`src/rtl/opb_regbank_pkg.sv`:
```
// rtl/opb_regbank_pkg.sv - shared types, CTRL layout and byte-lane helper for the OPB register bank
package opb_regbank_pkg;

    typedef enum logic {
        IDLE = 1'b0,
        ACK  = 1'b1
    } state_e;

    // CTRL register layout in register bit numbering (bit 0 = OPB DBus[31])
    localparam int CTRL_COMMIT_BIT  = 0;
    localparam int CTRL_PENDING_BIT = 0;
    localparam int CTRL_COUNT_LSB   = 16;

    // OPB BE[0] (index 3 here) covers register bits 31:24, BE[3] (index 0) covers bits 7:0
    function automatic logic [31:0] be_to_mask(input logic [3:0] be);
        logic [31:0] mask;
        mask = '0;
        for (int j = 0; j < 4; j++) begin
            mask[j*8 +: 8] = {8{be[j]}};
        end
        return mask;
    endfunction

endpackage

```
`src/rtl/opb_regbank_slave_if.sv`:
```
// rtl/opb_regbank_slave_if.sv - OPB address decode, IDLE/ACK handshake FSM and Sl_* generation
module opb_regbank_slave_if
    import opb_regbank_pkg::*;
#(
    parameter logic [31:0] C_BASEADDR = 32'h0100_1100,
    parameter logic [31:0] C_HIGHADDR = 32'h0100_11FF
) (
    input  logic        clk_i,
    input  logic        rst_ni,
    input  logic [31:0] abus_i,
    input  logic        select_i,
    input  logic        rnw_i,
    input  logic [31:0] rd_data_i,
    output logic        wr_en_o,
    output logic        rd_en_o,
    output logic [31:0] word_offset_o,
    output logic [31:0] sl_dbus_o,
    output logic        sl_xferack_o
);

    state_e      state_q, state_d;
    logic        ack_q, ack_d;
    logic [31:0] dbus_q, dbus_d;
    logic        hit;

    assign hit           = select_i && (abus_i >= C_BASEADDR) && (abus_i <= C_HIGHADDR);
    assign word_offset_o = (abus_i - C_BASEADDR) >> 2;

    // Accept a transfer only from IDLE; ACK lasts exactly one cycle and ignores select
    always_comb begin
        state_d = state_q;
        wr_en_o = 1'b0;
        rd_en_o = 1'b0;
        case (state_q)
            IDLE: begin
                if (hit) begin
                    state_d = ACK;
                    wr_en_o = !rnw_i;
                    rd_en_o = rnw_i;
                end
            end
            ACK:     state_d = IDLE;
            default: state_d = IDLE;
        endcase
        ack_d  = wr_en_o || rd_en_o;
        dbus_d = rd_en_o ? rd_data_i : '0;
    end

    // Handshake state plus registered ack/read data, so DBus is zero outside the ack cycle
    always_ff @(posedge clk_i or negedge rst_ni) begin
        if (!rst_ni) begin
            state_q <= IDLE;
            ack_q   <= 1'b0;
            dbus_q  <= '0;
        end else begin
            state_q <= state_d;
            ack_q   <= ack_d;
            dbus_q  <= dbus_d;
        end
    end

    assign sl_xferack_o = ack_q;
    assign sl_dbus_o    = dbus_q;

endmodule

```
`src/rtl/opb_register_bank_ppc2simulink.sv`:
```
// rtl/opb_register_bank_ppc2simulink.sv - OPB control register bank with optional shadow/commit staging
module opb_register_bank_ppc2simulink
    import opb_regbank_pkg::*;
#(
    parameter logic [31:0] C_BASEADDR    = 32'h0100_1100,
    parameter logic [31:0] C_HIGHADDR    = 32'h0100_11FF,
    parameter int          C_OPB_AWIDTH  = 32,
    parameter int          C_OPB_DWIDTH  = 32,
    parameter int          C_NUM_REGS    = 8,
    parameter int          C_REG_WIDTH   = 32,
    parameter logic [31:0] C_RESET_VALUE = 32'h0,
    parameter int          C_SHADOW_MODE = 1
) (
    input  logic                              OPB_Clk,
    input  logic                              OPB_Rst_n,
    // OPB bit 0 is the MSB; it sits at the top index of each vector here
    input  logic [C_OPB_AWIDTH-1:0]           OPB_ABus,
    input  logic [3:0]                        OPB_BE,
    input  logic [C_OPB_DWIDTH-1:0]           OPB_DBus,
    input  logic                              OPB_RNW,
    input  logic                              OPB_select,
    input  logic                              OPB_seqAddr,
    output logic [C_OPB_DWIDTH-1:0]           Sl_DBus,
    output logic                              Sl_xferAck,
    output logic                              Sl_errAck,
    output logic                              Sl_retry,
    output logic                              Sl_toutSup,
    output logic [C_NUM_REGS*C_REG_WIDTH-1:0] user_data_out,
    output logic [C_NUM_REGS-1:0]             user_data_valid
);

    localparam logic [C_REG_WIDTH-1:0] RST_V = C_RESET_VALUE[C_REG_WIDTH-1:0];
    localparam bit SHADOW = (C_SHADOW_MODE != 0);

    logic [C_REG_WIDTH-1:0] out_q    [C_NUM_REGS];
    logic [C_REG_WIDTH-1:0] shadow_q [C_NUM_REGS];
    logic [C_NUM_REGS-1:0]  dirty_q;
    logic [C_NUM_REGS-1:0]  valid_q;
    logic [15:0]            count_q;

    logic        wr_en, rd_en;
    logic [31:0] word_offset;
    logic [31:0] rd_data;
    logic [31:0] be_mask;
    logic        ctrl_sel;
    logic        commit_req;
    logic        unused_seqaddr;

    assign unused_seqaddr = OPB_seqAddr;
    assign be_mask        = be_to_mask(OPB_BE);
    assign ctrl_sel       = (word_offset == 32'(C_NUM_REGS));
    assign commit_req     = OPB_DBus[CTRL_COMMIT_BIT] && OPB_BE[0];

    opb_regbank_slave_if #(
        .C_BASEADDR (C_BASEADDR),
        .C_HIGHADDR (C_HIGHADDR)
    ) u_slave_if (
        .clk_i         (OPB_Clk),
        .rst_ni        (OPB_Rst_n),
        .abus_i        (32'(OPB_ABus)),
        .select_i      (OPB_select),
        .rnw_i         (OPB_RNW),
        .rd_data_i     (rd_data),
        .wr_en_o       (wr_en),
        .rd_en_o       (rd_en),
        .word_offset_o (word_offset),
        .sl_dbus_o     (Sl_DBus),
        .sl_xferack_o  (Sl_xferAck)
    );

    // Byte-enable merge of bus data into a register, dropping bits above the register width
    function automatic logic [C_REG_WIDTH-1:0] merge(input logic [C_REG_WIDTH-1:0] old);
        return C_REG_WIDTH'((32'(old) & ~be_mask) | (32'(OPB_DBus) & be_mask));
    endfunction

    // Register writes, commit copy, update strobes and commit counter
    always_ff @(posedge OPB_Clk or negedge OPB_Rst_n) begin
        if (!OPB_Rst_n) begin
            for (int i = 0; i < C_NUM_REGS; i++) begin
                out_q[i]    <= RST_V;
                shadow_q[i] <= RST_V;
            end
            dirty_q <= '0;
            valid_q <= '0;
            count_q <= '0;
        end else begin
            valid_q <= '0;
            if (wr_en) begin
                for (int i = 0; i < C_NUM_REGS; i++) begin
                    if (word_offset == 32'(i)) begin
                        if (SHADOW) begin
                            shadow_q[i] <= merge(shadow_q[i]);
                            dirty_q[i]  <= 1'b1;
                        end else begin
                            out_q[i]    <= merge(out_q[i]);
                            valid_q[i]  <= 1'b1;
                        end
                    end
                end
                if (SHADOW && ctrl_sel && commit_req) begin
                    for (int i = 0; i < C_NUM_REGS; i++) begin
                        out_q[i] <= shadow_q[i];
                    end
                    valid_q <= dirty_q;
                    dirty_q <= '0;
                    count_q <= count_q + 16'd1;
                end
            end
        end
    end

    // Read mux: staged value in shadow mode, live output otherwise; CTRL carries count and pending
    always_comb begin
        rd_data = '0;
        for (int i = 0; i < C_NUM_REGS; i++) begin
            if (word_offset == 32'(i)) begin
                rd_data = SHADOW ? 32'(shadow_q[i]) : 32'(out_q[i]);
            end
        end
        if (ctrl_sel) begin
            rd_data[CTRL_COUNT_LSB +: 16]  = count_q;
            rd_data[CTRL_PENDING_BIT]      = SHADOW && (|dirty_q);
        end
    end

    for (genvar g = 0; g < C_NUM_REGS; g++) begin : g_out
        assign user_data_out[g*C_REG_WIDTH +: C_REG_WIDTH] = out_q[g];
    end

    assign user_data_valid = valid_q;
    assign Sl_errAck       = 1'b0;
    assign Sl_retry        = 1'b0;
    assign Sl_toutSup      = 1'b0;

endmodule

```
`config.mk`:
```
export PLATFORM = sky130hd
export DESIGN_NAME = opb_register_bank_ppc2simulink
export DESIGN_NICKNAME = d
export VERILOG_FILES = /design/src/rtl/opb_regbank_pkg.sv /design/src/rtl/opb_regbank_slave_if.sv /design/src/rtl/opb_register_bank_ppc2simulink.sv
export SDC_FILE = /design/constraint.sdc
export NUM_CORES = 1
export LEC_CHECK = 0
export ABC_AREA = 1
export CAP_MARGIN = 10
export CORE_AREA = 2 2 230 232
export DETAILED_ROUTE_END_ITERATION = 10
export DIE_AREA = 0 0 232 234
export GPL_TIMING_DRIVEN = 0
export PLACE_DENSITY = 0.72
export SKIP_CTS_REPAIR_TIMING = 1
export SYNTH_ARGS = -nofsm -noshare
export SYNTH_HDL_FRONTEND = slang
export SYNTH_SLANG_ARGS = --single-unit
```
`constraint.sdc`:
```
create_clock -name OPB_Clk -period 2.2 [get_ports OPB_Clk]
set_input_delay 0.33 -clock OPB_Clk [delete_from_list [all_inputs] [get_ports OPB_Clk]]
set_output_delay 0.33 -clock OPB_Clk [all_outputs]
set_load 0.05 [all_outputs]
```
* Word-level counts from Yosys, hierarchy flattened
Cells that the tools add are included.
** Operators by class
- $add $sub $neg :: 2
- Multipliers :: 0
- Div/mod/pow operators :: 0
- Order comparisons :: 2
- Equal/unequal tests :: 8
- Shift operators :: 0
- Multiplexer cells :: 28
- Bitwise operators :: 19
- Reductions and logical operators :: 33
** Operator list (number)
- bitwise AND 32 bit :: 9
- two-way mux 32 bit :: 9
- OR 32 bit :: 8
- == test 30 x 3 -> 1 bit (second input constant) :: 4
- == test 30 x 2 -> 1 bit (second input constant) :: 2
- AND reduction 2 bit :: 17
- >= comparator 32 x 25 -> 1 bit (second input constant) :: 1
- <= comparator 32 x 25 -> 1 bit (second input constant) :: 1
- zero test 32 bit :: 1
- inverter 32 bit :: 1
- subtractor 32 x 25 -> 32 bit (second input constant) :: 1
- == test 30 x 1 -> 1 bit (second input constant) :: 1
- == test 30 x 4 -> 1 bit (second input constant) :: 1
- two-way mux 8 bit :: 3
- adder 16 x 1 -> 16 bit (second input constant) :: 1
- two-way mux 16 bit :: 1
- nonzero test 2 bit :: 8
- two-way mux 1 bit :: 14
- OR reduction 8 bit :: 1
- logical AND 1 bit :: 4
- case mux 1 bit (2 select lines) :: 1
- zero test 1 bit :: 1
- logical OR 1 bit :: 1
- inverter 1 bit :: 1
** Storage, ports and cells
- Register bits after elaboration :: 578
- Bits in latches :: 0
- Bits in writable memories :: 0
- Bits in read-only memories :: 0
- Input bits :: 73
- Memories kept :: 0

* Depth between registers and ports, before layout
Gate-level depths: netlist (run 1).
- Word-level depth :: 12
- Gate-level depth with buffers :: 24
- Depth with buffers taken out :: 23

* Hierarchy
From an unflattened synthesis (run 1), not the netlist that was laid out.
** Unflattened totals
- Cells, all modules :: 2842
- Area total of the unflattened synthesis :: 25841.0 µm²
** Modules (own cells, without submodules)
- opb_register_bank_ppc2simulink :: instances 1, cells each 2557, area an instance 23681.5 µm², sequential area each 13613.1 µm²
- opb_regbank_slave_if :: instances 1, cells each 285, area an instance 2159.6 µm², sequential area each 850.8 µm²

* Worst setup path after synthesis (run 1)
OpenSTA, ideal clock, no wires.
- Path kind :: input -> register
- From :: input port OPB_ABus[11]
- To :: register (tool-made name)
- Arrival :: 2.486 ns
- Data required time :: 2.070 ns
- Slack :: -0.416 ns
- Cell stages on the path :: 20
- Cell sequence :: nor2_2 nand2_2 nand2_4 buf_6 nand3b_1 nand2_1 nand2_1 nor2_1 nand2_1 nor2_1 nand3_2 nor2_4 nand2_2 nor2_4 inv_1 nor2_2 nand2_1 clkbuf_1 nand2_1 o21ai_1
** RTL lines
- from (decl) :: RTL line opb_register_bank_ppc2simulink.sv:17 : input logic [C_OPB_AWIDTH-1:0] OPB_ABus,

* Worst setup path in the final report (run 1)
- From :: register u_slave_if.state_q
- To :: register out_q, in the netlist user_data_out[232]
** Between the ends
- Word-level cells in the longest chain between the ends :: 2
** RTL lines
- from (decl) :: RTL line opb_regbank_slave_if.sv:21 : state_e state_q, state_d;
- from (signal assigned) :: RTL line opb_regbank_slave_if.sv:56 : state_q <= state_d;
- two-way mux 1 bit :: RTL line opb_regbank_slave_if.sv:34 : case (state_q)
- AND reduction 2 bit (no line)
- to (signal, indexed assignment) :: RTL line opb_register_bank_ppc2simulink.sv:95 : out_q[i] <= merge(out_q[i]);
- to (signal, indexed assignment) :: RTL line opb_register_bank_ppc2simulink.sv:102 : out_q[i] <= shadow_q[i];
- to (decl) :: RTL line opb_register_bank_ppc2simulink.sv:35 : logic [C_REG_WIDTH-1:0] out_q [C_NUM_REGS];
Every way passes these cells.
A chain may end at the register's enable or synchronous reset.

==> results of run 1 <==
==> cell type report <==
| type | instances | area share |
|---|---|---|
| Sequential cell | 578 | 0.417 |
| Multi-Input combinational cell | 2005 | 0.285 |
| Timing Repair Buffer | 460 | 0.144 |
| Clock buffer | 80 | 0.0480 |
| Inverter | 316 | 0.0355 |
| Buffer | 149 | 0.0351 |
| Tap cell | 688 | 0.0248 |
| Clock inverter | 26 | 0.0107 |
| Timing Repair inverter | 1 | 0.000324 |
==> cells in the final DEF (no fill, tap or decap), types with 6 or more instances in the layout <==
| master | n |
|---|---|
| a21oi_1 | 77 |
| a21oi_2 | 23 |
| buf_12 | 25 |
| buf_2 | 34 |
| buf_4 | 54 |
| buf_6 | 36 |
| buf_8 | 19 |
| bufinv_16 | 9 |
| clkbuf_1 | 34 |
| clkbuf_16 | 74 |
| clkbuf_2 | 31 |
| clkbuf_8 | 13 |
| clkdlybuf4s50_1 | 339 |
| clkinv_2 | 11 |
| dfrtp_1 | 578 |
| dlymetal6s2s_1 | 17 |
| inv_1 | 296 |
| inv_2 | 10 |
| nand2_1 | 923 |
| nand2_2 | 140 |
| nand2_4 | 41 |
| nand3_1 | 98 |
| nand3_2 | 6 |
| nand4_1 | 19 |
| nor2_1 | 70 |
| nor2_2 | 12 |
| nor2_4 | 25 |
| nor3_1 | 12 |
| nor4_1 | 6 |
| o21ai_0 | 304 |
| o21ai_1 | 182 |
| o21ai_2 | 18 |
| xor2_1 | 12 |
==> worst max path at each step <==
stage,from,to,slack (ns)
floorplan,OPB_ABus[11],count_q[12]$_DFFE_PN0P_,-0.37
global placement,OPB_Rst_n,user_data_out[44]$_DFFE_PN0P_,-24.91
detailed placement,OPB_ABus[9],user_data_out[225]$_DFFE_PN0P_,-2.38
CTS,OPB_ABus[9],user_data_out[30]$_DFFE_PN0P_,-1.76
global route,u_slave_if.state_q$_DFF_PN0_,user_data_out[194]$_DFFE_PN0P_,-0.72
finish,u_slave_if.state_q$_DFF_PN0_,user_data_out[232]$_DFFE_PN0P_,-0.63
==> metal layers <==
metal | share of wire | vias up | track usage
met3 | 0.088 | 216 | 0.0697
met2 | 0.47 | 1021 | 0.477
met4 | 0.044 | 0 | 0.133
met1 | 0.40 | 11100 | 0.417
li1 | - | 10700 | -
met5 | 0 | - | 0
==> critical path, stage by stage (launching register included) <==
cell and delay [ns]:
dfrtp_1 0.42, nor2_1 0.13, nand3_1 0.09, nor3_1 0.17, nand4_1 0.26, nor2_4 0.29
inv_4 0.16, nor3_4 0.21, buf_6 0.19, clkinv_8 0.08, buf_6 0.12, buf_12 0.15
buf_12 0.15, clkbuf_16 0.15, nand2_2 0.05, nand2_1 0.06
==> per-stage QoR <==
step	area (sq um)	cells
2_1_floorplan	25200	3049
3_3_place_gp	29700	4101
3_5_place_dp	29800	4106
4_1_cts	31900	4212
5_1_grt	34700	4303
6_report	34700	4303
==> power breakdown <==
part	leakage (nW)	internal (mW)	total [mW]	switching, mW
Clock	0.993	6.33	10.7	4.33
Sequential	8.03	10.6	10.6	0.00000000397
Combinational	7.06	0.201	0.730	0.529
Total	16.1	17.2	22.0	4.86
==> cells by family (layout without fill, tap and decap cells) <==
family          after synthesis  in the layout  share of synthesized area
buf+inv                     466           1032                     0.0723
other cells                   1              3                   0.000150
fa+ha+maj                     1              1                   0.000500
xor+xnor                     14             14                    0.00490
simple gates               1375           1375                      0.222
flops                       578            578                      0.578
compound gates              612            612                      0.123
==> impl_metrics.py, run 1 <==
metrics = {
    "outcome": {
        "outcome": "finished, violations left",
        "violations": "setup timing",
    },
    "route": {
        "first_pass_iters": 6,
        "drtIter0Drc": 2265,
        "vias": 23000,
        "via_per_inst": 5.35,
        "antenna_left": 0,
        "wl_per_cell_microns": 20.6,
        "routed_wl_mm": 88.6,
        "drc": 0,
    },
    "floorplan": {
        "io_pins": 373,
        "die_area_sq_um": 54300,
        "die_w_microns": 232,
        "rows": 84,
        "core_sq_um": 52000,
        "die_y_microns": 234,
        "initial_utilization": 0.481,
    },
    "setup_path": {
        "arrival_ns": 3.34,
        "start_kind": "register",
        "r2r_cells": 15,
        "r2r_setup_slack_ns": -0.63,
        "path_max_fanout": 8,
        "critPathRequiredTime_ns": 2.70,
        "r2r_start": "u_slave_if.state_q$_DFF_PN0_",
        "worst_setup_path_end_kind": "register",
        "r2r-end": "user_data_out[232]$_DFFE_PN0P_",
        "path_class": "register to register",
    },
    "global_route": {
        "grt.total_usage": 0.307,
        "overflow": 0,
        "grt_pass1_vias": 21300,
        "grt_max_degree": 124,
        "antenna_found_initial": 0,
        "grt_pass1_wl_mm": 126,
    },
    "sta": {
        "fin_ws_ns": -0.634,
        "timing.hold.ws_ns": 0.216,
        "tightest_slew_ns": 0.828,
        "tns_ns": -241.71,
        "rsz0062_at_grt": "true",
        "finalClockSkew_ns": 0.0128,
        "clock.fmax_mhz": 353,
        "hold_viol": 0,
        "setup_viol": 606,
        "final.min_clock_period_ns": 2.83,
        "finalCritPeriodShare": 1.29,
        "relSlewSlack": 0.448,
        "slew_viol_final": 0,
    },
    "synth": {
        "syn-mean-instance-area_sq_um": 8.22,
        "synth_top_area_cell": "dfrtp_1",
        "seq_area_frac_synth": 0.578,
        "yosysWarnings": 0,
        "syn_inst": 3047,
        "synth_common_cells": "nand2_1, dfrtp_1, o21ai_0",
        "synth.distinct_cells": 40,
        "synth.most_common_cell": "nand2_1",
        "async_reset_ff_frac": 1.00,
        "syn_area_sq_um": 25000,
        "ys.flop_type": "dfrtp_1",
        "synth_edf_count": 0,
        "yosys.area.top_type_share": 0.578,
        "synth_seq_cells": 578,
        "synth_area_leaders": "dfrtp_1, nand2_1, o21ai_0",
    },
    "final_layout": {
        "area_growth_pct": 38.6,
        "layout.nets": 3643,
        "nFillCells": 4209,
        "postLayoutCoreUtil": 0.667,
        "seq_area_sq_um": 14500,
        "drive_gt1_frac": 0.173,
        "multi_input_area_sq_um": 9900,
        "n_antenna_cell": 0,
    },
    "power_and_ir_drop": {
        "p_per_area_nw_per_um2": 634,
        "power.leakage_nw": 16.1,
        "max-vdd-ir-drop_mv": 0.557,
        "design_power_total_mw": 22.0,
    },
    "min_path": {
        "min_path_cells": 4,
        "hold_path.class": "input port to register",
        "min-delay-start": "OPB_BE[3]",
    },
    "clock_tree": {
        "path_clk_slew_ns": 0.07,
        "htreeDepth": 2,
        "cts_made_buffers": 58,
        "cts_tree": "done",
        "clk-insertion-delay-late_ns": 0.62,
        "cts-root-buf": "clkbuf_16",
        "clk_path_buf_depth": 3,
        "cts.sinks": 578,
    },
    "placement": {
        "dp_hpwl_mm": 63.7,
        "place_congestion": 0.947,
        "place_ws_ns": -2.38,
        "portBuffers": 364,
    },
    "run": {
        "cap_violations": 0,
    },
}
(Power assumes the default switching activity.)
==> run 2, diff against run 1 <==
- SLEW_MARGIN: default -> 10
==> impl_metrics.py, run 2 (synthesis results as in run 1) <==
metrics = {
    "route": {
        "drtIter0Drc": 2344,
        "antenna_left": 0,
        "wl_per_cell_microns": 20.0,
        "routed_wl_mm": 85.3,
        "drc": 0,
        "vias": 22600,
        "first_pass_iters": 6,
        "via_per_inst": 5.29,
    },
    "setup_path": {
        "worst_setup_path_end_kind": "register",
        "r2r_setup_slack_ns": -0.51,
        "r2r_start": "u_slave_if.state_q$_DFF_PN0_",
        "r2r_cells": 12,
        "r2r-end": "user_data_out[255]$_DFFE_PN0P_",
        "arrival_ns": 3.21,
        "critPathRequiredTime_ns": 2.70,
        "path_class": "register to register",
        "path_max_fanout": 10,
        "start_kind": "register",
    },
    "final_layout": {
        "fin_cells": 4272,
        "drive_gt1_frac": 0.130,
        "layout.nets": 3612,
        "nFillCells": 4410,
        "postLayoutCoreUtil": 0.639,
        "layout_common_cells": "nand2_1, dfrtp_1, clkdlybuf4s50_1",
        "final_common_cell": "nand2_1",
        "area_growth_pct": 32.8,
        "n_antenna_cell": 0,
    },
    "floorplan": {
        "die_area_sq_um": 54300,
        "die_w_microns": 232,
        "die_y_microns": 234,
        "io_pins": 373,
        "initial_utilization": 0.481,
        "core_sq_um": 52000,
        "rows": 84,
    },
    "global_route": {
        "grt_pass1_wl_mm": 125,
        "grt_pass1_vias": 21200,
        "grt.total_usage": 0.307,
        "top_usage_layer": "met2",
        "grt_util_met3": 0.0670,
        "grt_max_degree": 115,
        "gr-usage-met1": 0.421,
        "overflow": 0,
        "antenna_found_initial": 1,
        "met2_usage": 0.482,
    },
    "sta": {
        "timing.hold.ws_ns": -0.293,
        "rsz0062_at_grt": "true",
        "final.min_clock_period_ns": 2.71,
        "hold_viol": 77,
        "finalCritPeriodShare": 1.23,
        "slew_viol_final": 0,
        "tightest_slew_ns": 0.660,
        "relSlewSlack": 0.558,
        "clock.fmax_mhz": 369,
        "setup_viol": 593,
        "finalClockSkew_ns": 0.0302,
        "fin_ws_ns": -0.511,
    },
    "power_and_ir_drop": {
        "p_int_mw": 16.9,
        "p_sw_mw": 4.84,
        "switching_share": 0.222,
        "power.leakage_nw": 15.5,
        "p_per_area_nw_per_um2": 654,
        "power_frac_comb": 0.033,
        "p_clk_frac": 0.479,
        "max-vdd-ir-drop_mv": 0.591,
        "p_seq_frac": 0.489,
    },
    "run": {
        "cap_violations": 0,
    },
    "placement": {
        "place_congestion": 0.947,
        "place_ws_ns": -2.38,
        "portBuffers": 364,
        "dp_cells": 4106,
        "dp_hpwl_mm": 63.6,
    },
    "clock_tree": {
        "clk-insertion-delay-late_ns": 0.63,
        "path_clk_slew_ns": 0.07,
        "cts.sinks": 578,
        "cts-root-buf": "clkbuf_16",
        "cts_made_buffers": 58,
        "htreeDepth": 2,
        "cts_tree": "done",
        "clk_path_buf_depth": 3,
    },
    "outcome": {
        "outcome": "finished, violations left",
        "violations": "hold timing, setup timing",
    },
    "min_path": {
        "hold_path.class": "input port to asynchronous set/reset pin",
    },
}
## run 2: worst max-delay path: stages (launching register included)
cell and delay (ns):
dfrtp_1 0.41, nor2_1 0.10, nand3_1 0.08, nor3_1 0.17, nand4_1 0.26, nor2_4 0.33, inv_4 0.19, nor3_4 0.24
inv_2 0.15, buf_4 0.24, buf_2 0.25, nand2_1 0.10, o21ai_1 0.06
## run 2: final cells by class
| type | count | area, sq um | share of cell area |
|---|---|---|---|
| tap | 688 | 861 | 0.0259 |
| timing repair buffer | 429 | 4350 | 0.131 |
| sequential | 578 | 14500 | 0.435 |
| inverter | 316 | 1220 | 0.0366 |
| clock inverter | 26 | 320 | 0.00963 |
| buffer | 150 | 938 | 0.0282 |
| multi-input combinational | 2005 | 9440 | 0.284 |
| clock buffer | 80 | 1670 | 0.0501 |
## run 2: per-layer routing
metal | routed length, microns | vias to the layer above
met3 | 7750 | 180
met4 | 3320 | 2
met5 | 12 | -
met1 | 34900 | 10800
li1 | - | 10700
met2 | 39300 | 1020
## run 2: power groups by stage
stage	logic [mW]	clock network (mW)	registers, mW
after global placement	0.622	0	10.9
after detailed placement	0.671	0	10.8
after CTS	0.672	10.5	10.6
final	0.713	10.4	10.6
after global routing	0.780	10.9	10.6
after floorplan	0.169	0	10.8
## run 2: per-stage QoR
| stage | cell area (sq um) | hold slack, ns | setup TNS (ns) | total power [mW] |
|---|---|---|---|---|
| final | 33200 | -0.293 | -218.26 | 21.8 |
| after CTS | 31800 | -0.282 | -800.62 | 21.8 |
| after floorplan | 25200 | 0.0344 | -161.74 | 11.0 |
| after global routing | 33200 | -0.263 | -285.47 | 22.3 |
| after global placement | 29700 | 0.455 | - | 11.5 |
| after detailed placement | 29800 | 0.360 | -1166.10 | 11.5 |
## run 2: how the worst max path moves through the flow
| stage | end | cells after the start | from | slack [ns] |
|---|---|---|---|---|
| global placement | user_data_out[44]$_DFFE_PN0P_ | 1 | OPB_Rst_n | -24.91 |
| floorplan | count_q[12]$_DFFE_PN0P_ | 19 | OPB_ABus[11] | -0.37 |
| finish | user_data_out[255]$_DFFE_PN0P_ | 12 | u_slave_if.state_q$_DFF_PN0_ | -0.51 |
| CTS | register | 18 | OPB_ABus[9] | -1.77 |
| global route | u_slave_if.sl_dbus_o[1]$_DFF_PN0_ | 25 | OPB_ABus[8] | -0.64 |
| detailed placement | register | 18 | OPB_ABus[9] | -2.38 |
